$ cat src/rtl/conv2d_stream.sv
// conv2d_stream: streaming 3x3 convolution over a raster-order frame with valid/ready handshakes
//   CLK, RST               clock, async active-high reset
//   IN_VALID/IN_READY      pixel input handshake, IN_PIXEL carries the raster-order pixel
//   OUT_VALID/OUT_READY    result output handshake, OUT_DATA result, OUT_LAST final result of frame
//   COEF_WE/ADDR/DATA      runtime coefficient register write port
module conv2d_stream #(
  parameter int DATA_W = 4,
  parameter int COEF_W = 2,
  parameter int IMG_W = 6,
  parameter int IMG_H = 6,
  parameter int K0 = 1,
  parameter int K1 = 2,
  parameter int K2 = 3,
  parameter int K3 = 1,
  parameter int K4 = 2,
  parameter int K5 = 3,
  parameter int K6 = 1,
  parameter int K7 = 2,
  parameter int K8 = 3,
  localparam int OUT_W = DATA_W + COEF_W + 4
) (
  input  logic              CLK,
  input  logic              RST,
  input  logic              IN_VALID,
  output logic              IN_READY,
  input  logic [DATA_W-1:0] IN_PIXEL,
  output logic              OUT_VALID,
  input  logic              OUT_READY,
  output logic [OUT_W-1:0]  OUT_DATA,
  output logic              OUT_LAST,
  input  logic              COEF_WE,
  input  logic [3:0]        COEF_ADDR,
  input  logic [COEF_W-1:0] COEF_DATA
);
  localparam int CW = $clog2(IMG_W);
  localparam int RW = $clog2(IMG_H);
  localparam int PW = DATA_W + COEF_W;
  localparam int KD [9] = '{K0, K1, K2, K3, K4, K5, K6, K7, K8};
  typedef enum logic {FILL, RUN} state_t;
  state_t state, state_nx;
  logic [CW-1:0] col;
  logic [RW-1:0] row;
  logic [DATA_W-1:0] lb0 [IMG_W];
  logic [DATA_W-1:0] lb1 [IMG_W];
  logic [DATA_W-1:0] win [3][3];
  logic [COEF_W-1:0] kreg [9];
  logic [PW-1:0] prod [9];
  logic [OUT_W-1:0] sum;
  logic win_v, win_l, prod_v, prod_l;
  logic stall, acc, col_end, row_end;
  // A held result freezes the whole block; nothing moves until it is taken.
  assign stall = OUT_VALID & ~OUT_READY;
  assign IN_READY = ~RST & ~stall;
  assign acc = IN_VALID & IN_READY;
  assign col_end = col == CW'(IMG_W - 1);
  assign row_end = row == RW'(IMG_H - 1);
  always_comb begin
    state_nx = !(acc && col_end) ? state :
               (state == FILL && row == RW'(1)) ? RUN :
               (state == RUN && row_end) ? FILL : state;
  end
  always_ff @(posedge CLK or posedge RST) begin
    if (RST) begin
      state <= FILL;
      col <= '0;
      row <= '0;
      win_v <= 1'b0;
      win_l <= 1'b0;
      prod_v <= 1'b0;
      prod_l <= 1'b0;
      OUT_VALID <= 1'b0;
      OUT_LAST <= 1'b0;
      OUT_DATA <= '0;
      for (int n = 0; n < 9; n++) kreg[n] <= COEF_W'(KD[n]);
    end else begin
      if (COEF_WE && COEF_ADDR <= 4'd8) kreg[COEF_ADDR] <= COEF_DATA;
      state <= state_nx;
      if (acc) begin
        col <= col_end ? '0 : col + CW'(1);
        row <= !col_end ? row : row_end ? '0 : row + RW'(1);
      end
      if (!stall) begin
        win_v <= acc && state == RUN && col >= CW'(2);
        win_l <= acc && row_end && col_end;
        prod_v <= win_v;
        prod_l <= win_l;
        OUT_VALID <= prod_v;
        OUT_LAST <= prod_l;
        OUT_DATA <= sum;
      end
    end
  end
  // Line buffers hold rows r-1 (lb0) and r-2 (lb1); stale contents are masked by win_v.
  always_ff @(posedge CLK) begin
    if (acc) begin
      lb0[col] <= IN_PIXEL;
      lb1[col] <= lb0[col];
      for (int i = 0; i < 3; i++) begin
        win[i][0] <= win[i][1];
        win[i][1] <= win[i][2];
      end
      win[0][2] <= lb1[col];
      win[1][2] <= lb0[col];
      win[2][2] <= IN_PIXEL;
    end
  end
  // Kernel is applied flipped: top-left pixel meets the last coefficient.
  always_ff @(posedge CLK) begin
    if (!stall)
      for (int n = 0; n < 9; n++) prod[n] <= PW'(win[n / 3][n % 3]) * PW'(kreg[8 - n]);
  end
  always_comb begin
    sum = '0;
    for (int n = 0; n < 9; n++) sum = sum + OUT_W'(prod[n]);
  end
endmodule

$ cat config.mk
export PLATFORM = sky130hd
export DESIGN_NAME = conv2d_stream
export DESIGN_NICKNAME = d
export VERILOG_FILES = /design/src/rtl/conv2d_stream.sv
export SDC_FILE = /design/constraint.sdc
export NUM_CORES = 1
export LEC_CHECK = 0
export BUFFER_PORTS_ARGS = -buffer_cell sky130_fd_sc_hd__buf_2
export CAP_MARGIN = 20
export CORE_ASPECT_RATIO = 1.25
export CORE_MARGIN = 3
export CORE_UTILIZATION = 60
export CTS_BUF_LIST = sky130_fd_sc_hd__clkbuf_4 sky130_fd_sc_hd__clkbuf_8
export CTS_CLUSTER_SIZE = 20
export DETAILED_ROUTE_END_ITERATION = 10
export PLACE_DENSITY = 0.77
export SYNTH_ARGS = -nofsm -noshare
export SYNTH_HDL_FRONTEND = slang
export SYNTH_SLANG_ARGS = --single-unit
$ cat constraint.sdc
create_clock -name CLK -period 12.87 [get_ports CLK]
set_clock_uncertainty 0.15 [all_clocks]
set_input_delay 1.287 -clock CLK [delete_from_list [all_inputs] [get_ports CLK]]
set_output_delay 1.287 -clock CLK [all_outputs]
set_load 0.1 [all_outputs]
==> Word level (Yosys, flattened, before mapping) <==
Memory sizes are Yosys's and may differ from the RTL's.
Index checks and enable logic that the tools add are counted.
Widths: inputs -> output; s select.
{ "op_classes": {"addsub": 10, "multipliers": 9, "magnitude_cmp": 4, "eq_ne": 3, "mux": 10, "bitwise_logic": 8, "n_reduce_logical": 12} }
{ "op_table": {"columns": ["op", "n"], "rows": [
  ["$mul 4x2->6", 9],
  ["$add 10x6->10", 4],
  ["$bwmux 18", 1],
  ["$add 9x6->10", 1],
  ["$add 8x6->9", 1],
  ["$logic_and 1x1->1", 9],
  ["$add 7x6->8", 1],
  ["$demux 2 s4", 1],
  ["$add 6x6->7", 1],
  ["$add 3x1->3 const B", 2],
  ["$eq 3x3->1 const B", 2],
  ["$mux 3", 2],
  ["$ge 5x5->1 const B", 1],
  ["$lt 5x1->1 const B", 1],
  ["$mux 1", 5],
  ["$not 4->5", 1],
  ["$le 4x4->1 const B", 1],
  ["$not 1->1", 4],
  ["$reduce_and 2->1", 2],
  ["$and 1x1->1", 3],
  ["$eq 3x1->1 const B", 1],
  ["$ge 3x2->1 const B", 1],
  ["$mux 2", 1],
  ["$reduce_bool 2->1", 1]
]} }
{ "totals": {"ff_bits": 41, "ram_bits": 138, "in_bits": 15, "output_inout_bits": 13, "wordCells": 79, "mem_count": 4} }
{ "memory_table": {"columns": ["memory", "depth", "word_bits", "read_ports", "rd_clocked_by_memory_dff", "write_ports", "line", "source"], "rows": [
  ["prod", 9, 6, 9, 0, 9, "47", "logic [PW-1:0] prod [9];"],
  ["win", 3, 12, 3, 0, 3, "45", "logic [DATA_W-1:0] win [3][3];"],
  ["lb0", 6, 4, 1, 0, 1, "43", "logic [DATA_W-1:0] lb0 [IMG_W];"],
  ["lb1", 6, 4, 1, 0, 1, "44", "logic [DATA_W-1:0] lb1 [IMG_W];"]
]} }

==> Logic depth before layout (Yosys ltp) <==
Gate-level depths: netlist of run 1.
{ "depth": {"depth_word": 8, "mapped_depth": 13, "ltp_nobuf": 13} }

==> Worst setup path after synthesis of run 1 <==
OpenSTA, ideal clock, no wires.
{ "synth_path": {"path_type": "input to register", "start": "input OUT_READY", "end": "memory win[0][0] (netlist name), enable pin", "setup_time_ns": 0.393, "arrival_time_ns": 3.872, "t_required_ns": 12.327, "setup_slack_ns": 8.455, "stages": 5, "path_buffers": 1, "cell_sequence": "nor2b_1 > buf_6 > nor2_1 > nand2_1 > inv_1"} }
{ "synth_lines": {"columns": ["item", "line", "source"], "rows": [
  ["start: declaration", "28", "input logic OUT_READY,"],
  ["end: declaration", "45", null]
]} }

==> results.sh, run 1 <==
export IMPL_drv_cap=0
export IMPL_fp_row_count=49
export IMPL_gr_total_overflow=0
export IMPL_grt_max_degree=73
export IMPL_cts_root_buf="clkbuf_8"
export IMPL_post_cts_resized=0
export IMPL_setup_worst_path_class="register to register"
export IMPL_async_flop_share=0.229
export IMPL_fillers=989
export IMPL_viasPerCell=5.42
export IMPL_worst_slew_pin_slew_ns=0.959
export IMPL_hold_ws_ns=0.315
export IMPL_drtIter0Drc=237
export IMPL_io_pins=28
export IMPL_antenna_found_initial=0
export IMPL_num_vias=4863
export IMPL_drt_wl_total_um=15500
export IMPL_multi_input_area_mm2=0.00334
export IMPL_relSlewSlack=0.360
export IMPL_synth_ff_type="edfxtp_1"
export IMPL_diodes=0
export IMPL_drive_above_1_share=0.151
export IMPL_cp_slowest_cell="fa_1"
export IMPL_seq_area_mm2=0.00518
export IMPL_synth_edf_count=138
export IMPL_synth_area_top_cells="edfxtp_1, fa_1, dfrtp_1"
export IMPL_post_cts_setup_buffers=0
export IMPL_clk_transition_reported_paths_ns=0.08
export IMPL_yosysWarnings=0
export IMPL_setup_tns_ns=0
export IMPL_fmax_mhz=234
export IMPL_final_antenna_net_count=0
export IMPL_dieArea_mm2=0.0165
export IMPL_synth_nets=767
export IMPL_cts_tree="done"
export IMPL_cp_arrival_ns=4.48
export IMPL_cts_sinks=179
export IMPL_coreArea_mm2=0.0145
export IMPL_initial_core_util=0.619
export IMPL_worstSetupStartpointType="register"
export IMPL_critPathBufInv=3
export IMPL_slew_violations=0
export IMPL_final_nets=810
export IMPL_final_cell_mix="edfxtp_1, inv_1, nand2_1"
export IMPL_cts_made_buffers=17
export IMPL_stdcell_count=898
export IMPL_die_w_um=116
export IMPL_yosysTopAreaCellShare=0.461
export IMPL_layout_commonest_cell="edfxtp_1"
export IMPL_first_global_vias=5362
export IMPL_clock_tree_buffer_depth=2
export IMPL_grt_pass1_wl_um=25800
export IMPL_area_delta_synth_final_pct=8.87
export IMPL_setup_ws_ns=8.60
export IMPL_yosysTopAreaCell="edfxtp_1"
export IMPL_hp_class="register to register"
export IMPL_synth_cell_type_count=49
export IMPL_worstPathCellList="inv_1 > fa_1 > inv_1 > fa_1 > fa_1 > fa_1 > ha_1 > inv_1 > fa_1 > nor2b_4 > o31a_1 > or4_1 > o311ai_1"
export IMPL_critPathMaxFanout=3
export IMPL_die_h_um=143
export IMPL_status="completed"
export IMPL_avgRoutedWirePerCell_um=17.2
export IMPL_cts_htree_levels=4
export IMPL_critPathMaxStageDelay_ns=0.55
export IMPL_crit_top_cell="fa_1"
export IMPL_finalCriticalPeriod_ns=4.27
export IMPL_fin_crit_sh=0.332
export IMPL_grtUsageTotal=0.208
export IMPL_io_buffer_count=27
export IMPL_ys_seq_elements=179
export IMPL_place_congestion=0.877
export IMPL_syn_avg_cell_area_um2=13.5
export IMPL_syn_cell_area_mm2=0.00900
export IMPL_worstPathRequired_ns=13.07
export IMPL_end_kind="register"
export IMPL_seq_area_frac_synth=0.576
export IMPL_finalSetupViolations=0
export IMPL_drc=0
export IMPL_path_delay_family="adder cells"
export IMPL_drt_first_pass_iters=4
export IMPL_syn_inst=665
export IMPL_pre_cts_ws_ns=8.62
export IMPL_rsz0062_at_grt="no"
export IMPL_dp_cells=867
export IMPL_ctsHoldBuffers=0
export IMPL_dp_hpwl_um=11600
export IMPL_finalHoldViolCount=0
export IMPL_clock_latency_ns=0.46
==> synthesized netlist by cell type (2+ instances only) <==
library cell  count
edfxtp_1        138
inv_1           109
nand2_1          59
fa_1             49
and2_1           45
ha_1             38
dfrtp_1          29
mux2_2           26
nor2_1           22
a21oi_1          21
mux2i_1          16
a21o_1           14
dfstp_2          12
xor2_1           11
xnor2_1          10
o221ai_1          8
clkbuf_1          4
nor3_1            4
o21ai_0           4
nand2b_1          3
nand3b_1          3
nor2b_1           3
or4_1             3
a211oi_1          2
a22o_1            2
buf_2             2
buf_4             2
mux2_1            2
nand3_1           2
nor3b_1           2
o22ai_1           2
==> metal layers <==
layer / up-vias / share of wire / global-route usage
met5: - / 0 / 0
met4: 0 / 0.011 / 0.0705
met3: 16 / 0.034 / 0.0382
met2: 90 / 0.58 / 0.393
met1: 2421 / 0.37 / 0.234
li1: 2336 / - / -
==> through the flow <==
step	util	instance area, µm²
after global routing	0.674	9790
after detailed placement	0.643	9350
after global placement	0.643	9350
final	0.674	9790
after floorplan	-	9000
after CTS	0.674	9790
==> final cells by class <==
| cell class | instances | area share |
|---|---|---|
| clock inverter | 13 | 0.0210 |
| inverter | 110 | 0.0427 |
| tap | 178 | 0.0227 |
| sequential | 179 | 0.529 |
| clock buffer | 18 | 0.0247 |
| timing repair buffer | 33 | 0.0184 |
| multi-input combinational | 367 | 0.341 |
==> cell families (layout without fill, tap and decap cells) <==
kind of cell,Yosys count,count (layout),share of synthesized area
adder cells (fa/ha/maj),87,87,0.162
flip-flops,179,179,0.576
multiplexers,44,44,0.0529
buffers and inverters,119,174,0.0522
AND/OR/NAND/NOR,154,154,0.0898
XOR/XNOR,21,21,0.0204
AO/OA/AOI/OAI,61,61,0.0465
==> flip-flops by register name, indices dropped and copies added, names as in the netlist, 3 cells and up <==
| register | count |
|---|---|
| prod | 54 |
| win | 36 |
| lb0 | 24 |
| lb1 | 24 |
| kreg | 18 |
| OUT_DATA | 10 |
| col | 3 |
| row | 3 |
==> final timing paths <==
kind                            start     endpoint  slack [ns]  cells past startpoint
setup / recovery           prod[0][2]  OUT_DATA[8]        8.60                     13
hold / removal                 prod_v    OUT_VALID        0.31                      1
setup reg to reg           prod[0][2]  OUT_DATA[8]        8.60                     13
hold reg to reg                prod_v    OUT_VALID        0.31                      1
max in group asynchronous         RST       prod_l       11.07                      2
min in group asynchronous         RST       col[1]        0.90                      2
Power of run 1 is not shown: default switching activity piles up to over one toggle a cycle in this logic, so the estimate is an artifact.
==> run 2: changes to the inputs <==
--- a/config.mk
+++ b/config.mk
@@ -9,11 +9,11 @@
 export CAP_MARGIN = 20
 export CORE_ASPECT_RATIO = 1.25
 export CORE_MARGIN = 3
-export CORE_UTILIZATION = 60
+export CORE_UTILIZATION = 58
 export CTS_BUF_LIST = sky130_fd_sc_hd__clkbuf_4 sky130_fd_sc_hd__clkbuf_8
 export CTS_CLUSTER_SIZE = 20
 export DETAILED_ROUTE_END_ITERATION = 10
-export PLACE_DENSITY = 0.77
+export PLACE_DENSITY = 0.78
 export SYNTH_ARGS = -nofsm -noshare
 export SYNTH_HDL_FRONTEND = slang
 export SYNTH_SLANG_ARGS = --single-unit
==> constraint.sdc (replaced) <==
create_clock -name CLK -period 3.6 [get_ports CLK]
set_clock_uncertainty 0.15 [all_clocks]
set_input_delay 0.36 -clock CLK [delete_from_list [all_inputs] [get_ports CLK]]
set_output_delay 0.36 -clock CLK [all_outputs]
set_load 0.1 [all_outputs]
==> results.sh, run 2 (same netlist as run 1, synthesis figures left out) <==
export IMPL_setup_worst_path_class="register to register"
export IMPL_fin_crit_sh=1.12
export IMPL_coreArea_mm2=0.0151
export IMPL_drv_cap=0
export IMPL_critPathMaxFanout=3
export IMPL_use_met3=0.0347
export IMPL_drt_wl_total_um=16200
export IMPL_hp_start="IN_PIXEL[0]"
export IMPL_drc=0
export IMPL_gr_total_overflow=0
export IMPL_rsz0062_at_grt="yes"
export IMPL_cts_htree_levels=4
export IMPL_viasPerCell=5.24
export IMPL_regMostFlops="prod"
export IMPL_area_delta_synth_final_pct=11.3
export IMPL_cts_root_buf="clkbuf_8"
export IMPL_grtUsageMet1=0.229
export IMPL_fmax_mhz=247
export IMPL_diodes=0
export IMPL_largest_reg_flops=54
export IMPL_num_vias=4944
export IMPL_io_buffer_count=27
export IMPL_final_antenna_net_count=0
export IMPL_setup_ws_ns=-0.445
export IMPL_fillers=1080
export IMPL_clock_tree_buffer_depth=2
export IMPL_pre_cts_ws_ns=-0.424
export IMPL_status="finished with violations"
export IMPL_finalCriticalPeriod_ns=4.05
export IMPL_dp_hpwl_um=12300
export IMPL_initial_core_util=0.597
export IMPL_min_to="lb0[1][0]"
export IMPL_grtUsageTotal=0.204
export IMPL_first_global_vias=5398
export IMPL_fp_row_count=50
export IMPL_clk_transition_reported_paths_ns=0.09
export IMPL_end_kind="register"
export IMPL_grt_max_degree=72
export IMPL_clock_latency_ns=0.45
export IMPL_cp_arrival_ns=4.29
export IMPL_drt_first_pass_iters=4
export IMPL_globalRouteMet2Util=0.383
export IMPL_reg2reg_depth=14
export IMPL_dieArea_mm2=0.0171
export IMPL_place_congestion=0.869
export IMPL_top_usage_layer="met2"
export IMPL_cts_made_buffers=17
export IMPL_avgRoutedWirePerCell_um=17.1
export IMPL_antenna_found_initial=0
export IMPL_relSlewSlack=0.353
export IMPL_drive_above_1_share=0.198
export IMPL_worstPathRequired_ns=3.84
export IMPL_drtIter0Drc=273
export IMPL_layout_commonest_cell="edfxtp_1"
export IMPL_finalHoldViolCount=0
export IMPL_worstSetupStartpointType="register"
export IMPL_slew_violations=0
export IMPL_grt_pass1_wl_um=27000
export IMPL_finalSetupViolations=7
export IMPL_cts_tree="done"
export IMPL_cts_sinks=179
export IMPL_final_cell_mix="edfxtp_1, inv_1, nand2_1"
export IMPL_r2r_slack_ns=-0.45
export IMPL_hp_class="input port to register"
export IMPL_worstReg2RegEnd="OUT_DATA[7]"
export IMPL_final_nets=825
export IMPL_worst_slew_pin_slew_ns=0.967
export IMPL_die_w_um=117
export IMPL_die_h_um=145
export IMPL_reg_top3="prod (54), win (36)"
export IMPL_io_pins=28
export IMPL_timing_rr_start="prod[0][3]"
export IMPL_hold_depth=1
export IMPL_violations="setup timing"
-- run 2: how the worst max path moves through the flow --
stage	startpoint	end	slack (ns)	cells past startpoint
6_report	prod[0][3]	OUT_DATA[7]	-0.45	14
5_1_grt	prod[0][3]	OUT_DATA[7]	-0.60	14
4_1_cts	prod[0][4]	OUT_DATA[8]	-0.43	13
3_5_place_dp	prod[0][4]	OUT_DATA[8]	-0.42	13
3_3_place_gp	prod[0][4]	OUT_DATA[8]	-0.33	13
2_1_floorplan	prod[0][2]	OUT_DATA[8]	-0.27	13
-- run 2: cell type report --
| type | count | area (µm²) | share of cell area |
|---|---|---|---|
| Clock buffer | 18 | 241 | 0.0241 |
| Clock inverter | 14 | 160 | 0.0160 |
| Inverter | 110 | 418 | 0.0418 |
| Multi-Input combinational cell | 367 | 3440 | 0.344 |
| Sequential cell | 179 | 5180 | 0.518 |
| Tap cell | 208 | 260 | 0.0260 |
| Timing Repair Buffer | 48 | 302 | 0.0301 |
-- run 2: stage by stage --
step	std cells	utilization	hold slack, ns	setup TNS (ns)	cell area (µm²)
6_report	944	0.664	0.0377	-2.06	10000
3_3_place_gp	908	0.631	0.296	-1.48	9520
4_1_cts	943	0.660	0.0104	-2.03	9950
5_1_grt	944	0.664	0.0314	-2.90	10000
2_1_floorplan	665	-	0.280	-0.682	9040
3_5_place_dp	908	0.631	0.302	-1.97	9520
-- run 2: repair_timing --
action                                  in CTS  in global routing
setup buffers                                1                  1
hold endpoints to repair                    34                  0
pin swaps                                    3                 10
endpoints found under the setup margin       7                  7
hold buffers                                 2                  0
gates resized for setup                      4                 12
-- run 2: worst max-delay path: stages, from the launching register on --
cell	delay, ns
edfxtp_1	0.35
inv_2	0.04
fa_1	0.53
inv_1	0.05
fa_1	0.47
fa_1	0.56
inv_2	0.04
fa_2	0.56
inv_2	0.05
ha_4	0.21
a211oi_2	0.22
nor2_1	0.11
buf_4	0.15
or4_4	0.41
nand3_2	0.07
-- run 2: per-layer routing --
metal | share of wire | vias up
met4 | 0.028 | 0
met2 | 0.57 | 82
li1 | - | 2368
met5 | 0 | -
met1 | 0.38 | 2466
met3 | 0.024 | 28
Power of run 2 is left out for the same reason.
==> run 3: changes to the inputs <==
--- a/config.mk
+++ b/config.mk
@@ -6,14 +6,13 @@
 export NUM_CORES = 1
 export LEC_CHECK = 0
 export BUFFER_PORTS_ARGS = -buffer_cell sky130_fd_sc_hd__buf_2
-export CAP_MARGIN = 20
 export CORE_ASPECT_RATIO = 1.25
 export CORE_MARGIN = 3
-export CORE_UTILIZATION = 58
+export CORE_UTILIZATION = 50
 export CTS_BUF_LIST = sky130_fd_sc_hd__clkbuf_4 sky130_fd_sc_hd__clkbuf_8
 export CTS_CLUSTER_SIZE = 20
 export DETAILED_ROUTE_END_ITERATION = 10
-export PLACE_DENSITY = 0.78
+export PLACE_DENSITY = 0.69
 export SYNTH_ARGS = -nofsm -noshare
 export SYNTH_HDL_FRONTEND = slang
 export SYNTH_SLANG_ARGS = --single-unit
==> results.sh, run 3 (same netlist as run 1, synthesis figures left out) <==
export IMPL_largest_reg_flops=54
export IMPL_finalCriticalPeriod_ns=4.01
export IMPL_worstSetupStartpointType="register"
export IMPL_dp_hpwl_um=12200
export IMPL_rsz0062_at_grt="yes"
export IMPL_stdcell_count=960
export IMPL_die_h_um=156
export IMPL_drv_cap=0
export IMPL_grt_max_degree=44
export IMPL_hp_start="IN_PIXEL[2]"
export IMPL_worst_slew_pin_slew_ns=0.920
export IMPL_min_to="win[0][26]"
export IMPL_fmax_mhz=249
export IMPL_timing_rr_start="prod[0][45]"
export IMPL_dieArea_mm2=0.0196
export IMPL_cts_tree="done"
export IMPL_worstReg2RegEnd="OUT_DATA[9]"
export IMPL_io_buffer_count=27
export IMPL_fillers=1382
export IMPL_fp_row_count=54
export IMPL_relSlewSlack=0.384
export IMPL_final_cell_mix="edfxtp_1, inv_1, nand2_1"
export IMPL_io_pins=28
export IMPL_finalSetupViolations=6
export IMPL_seq_area_mm2=0.00518
export IMPL_cp_arrival_ns=4.21
export IMPL_drt_first_pass_iters=4
export IMPL_drc=0
export IMPL_pre_cts_ws_ns=-0.428
export IMPL_antenna_found_initial=0
export IMPL_slew_violations=0
export IMPL_critPathMaxFanout=2
export IMPL_regMostFlops="prod"
export IMPL_met3_length_um=419
export IMPL_final_antenna_net_count=0
export IMPL_viasPerCell=5.19
export IMPL_gr_total_overflow=0
export IMPL_coreArea_mm2=0.0176
export IMPL_r2r_slack_ns=-0.41
export IMPL_final_nets=825
export IMPL_top_layer="met4"
export IMPL_die_w_um=126
export IMPL_violations="setup timing"
export IMPL_clk_transition_reported_paths_ns=0.09
export IMPL_hold_depth=1
export IMPL_place_congestion=0.823
export IMPL_grt_pass1_wl_um=26500
export IMPL_setup_ws_ns=-0.412
export IMPL_setup_worst_path_class="register to register"
export IMPL_drive_above_1_share=0.198
export IMPL_dp_cells=923
export IMPL_area_delta_synth_final_pct=12.2
export IMPL_diodes=0
export IMPL_worstPathRequired_ns=3.80
export IMPL_clock_tree_buffer_depth=2
export IMPL_clock_latency_ns=0.45
export IMPL_layout_commonest_cell="edfxtp_1"
export IMPL_reg_top3="prod (54), win (36)"
export IMPL_cts_root_buf="clkbuf_8"
export IMPL_status="finished with violations"
export IMPL_wl_met2_um=9260
export IMPL_reg2reg_depth=11
export IMPL_num_vias=4980
export IMPL_cts_made_buffers=17
export IMPL_end_kind="register"
export IMPL_drt_wl_total_um=16300
export IMPL_multi_input_area_mm2=0.00345
export IMPL_first_global_vias=5332
export IMPL_cts_sinks=179
export IMPL_wl_met1_um=6250
export IMPL_grtUsageTotal=0.175
export IMPL_drtIter0Drc=279
export IMPL_hp_class="input port to register"
export IMPL_initial_core_util=0.512
export IMPL_avgRoutedWirePerCell_um=17.0
export IMPL_finalHoldViolCount=0
export IMPL_cts_htree_levels=4
export IMPL_fin_crit_sh=1.11
-- run 3: cell types whose count changed in the layout (fill, tap and decap cells not counted), sizes merged --
| cell | previous run | this run |
|---|---|---|
| clkinv | 7 | 5 |
| clkinvlp | 1 | 2 |
| bufinv | 3 | 5 |
| clkbuf | 18 | 17 |
-- run 3: how the worst max path moves through the flow --
stage | startpoint | cells past startpoint | end
floorplan | prod[0][2] | 13 | OUT_DATA[8]
global placement | prod[0][52] | 11 | OUT_DATA[8]
detailed placement | prod[0][2] | 13 | OUT_DATA[8]
CTS | prod[0][45] | 11 | OUT_DATA[9]
global route | prod[0][45] | 11 | OUT_DATA[9]
finish | prod[0][45] | 11 | OUT_DATA[9]
-- run 3: worst max-delay path: stages, from the launching register on --
cell      delay, ns
edfxtp_1       0.41
fa_1           0.58
fa_1           0.45
fa_1           0.54
inv_1          0.05
fa_2           0.56
inv_2          0.06
ha_4           0.22
a211oi_4       0.23
nor2_1         0.08
or4_1          0.39
a22o_1         0.19
-- run 3: layout make-up --
class / instances / share of cell area
multi-input cells: 367 / 0.341
inverters: 110 / 0.0414
clock buffers: 17 / 0.0232
well taps: 224 / 0.0278
clock inverters: 15 / 0.0224
flip-flops and latches: 179 / 0.514
repair buffers: 48 / 0.0302
-- run 3: timing repair --
item / in CTS / in global routing
setup buffers: 2 / 1
hold endpoints to repair: 35 / 0
gates resized for setup: 10 / 8
hold buffers: 2 / 0
endpoints found under the setup margin: 6 / 6
pin swaps: 11 / 5
-- run 3: through the flow --
step	hold WS, ns	utilization	TNS (ns)	instance area (µm²)
detailed placement	0.296	0.542	-1.88	9530
floorplan	0.280	-	-0.682	9040
global placement	0.299	0.542	-1.33	9530
finish	0.0391	0.575	-1.79	10100
global route	0.0238	0.575	-2.59	10100
CTS	0.00331	0.573	-1.64	10100
-- run 3: routing by layer --
layer | track usage | up-vias
met5 | 0 | -
li1 | - | 2352
met2 | 0.337 | 96
met4 | 0.0675 | 0
met1 | 0.190 | 2498
met3 | 0.0329 | 34
Power of run 3 is left out for the same reason.
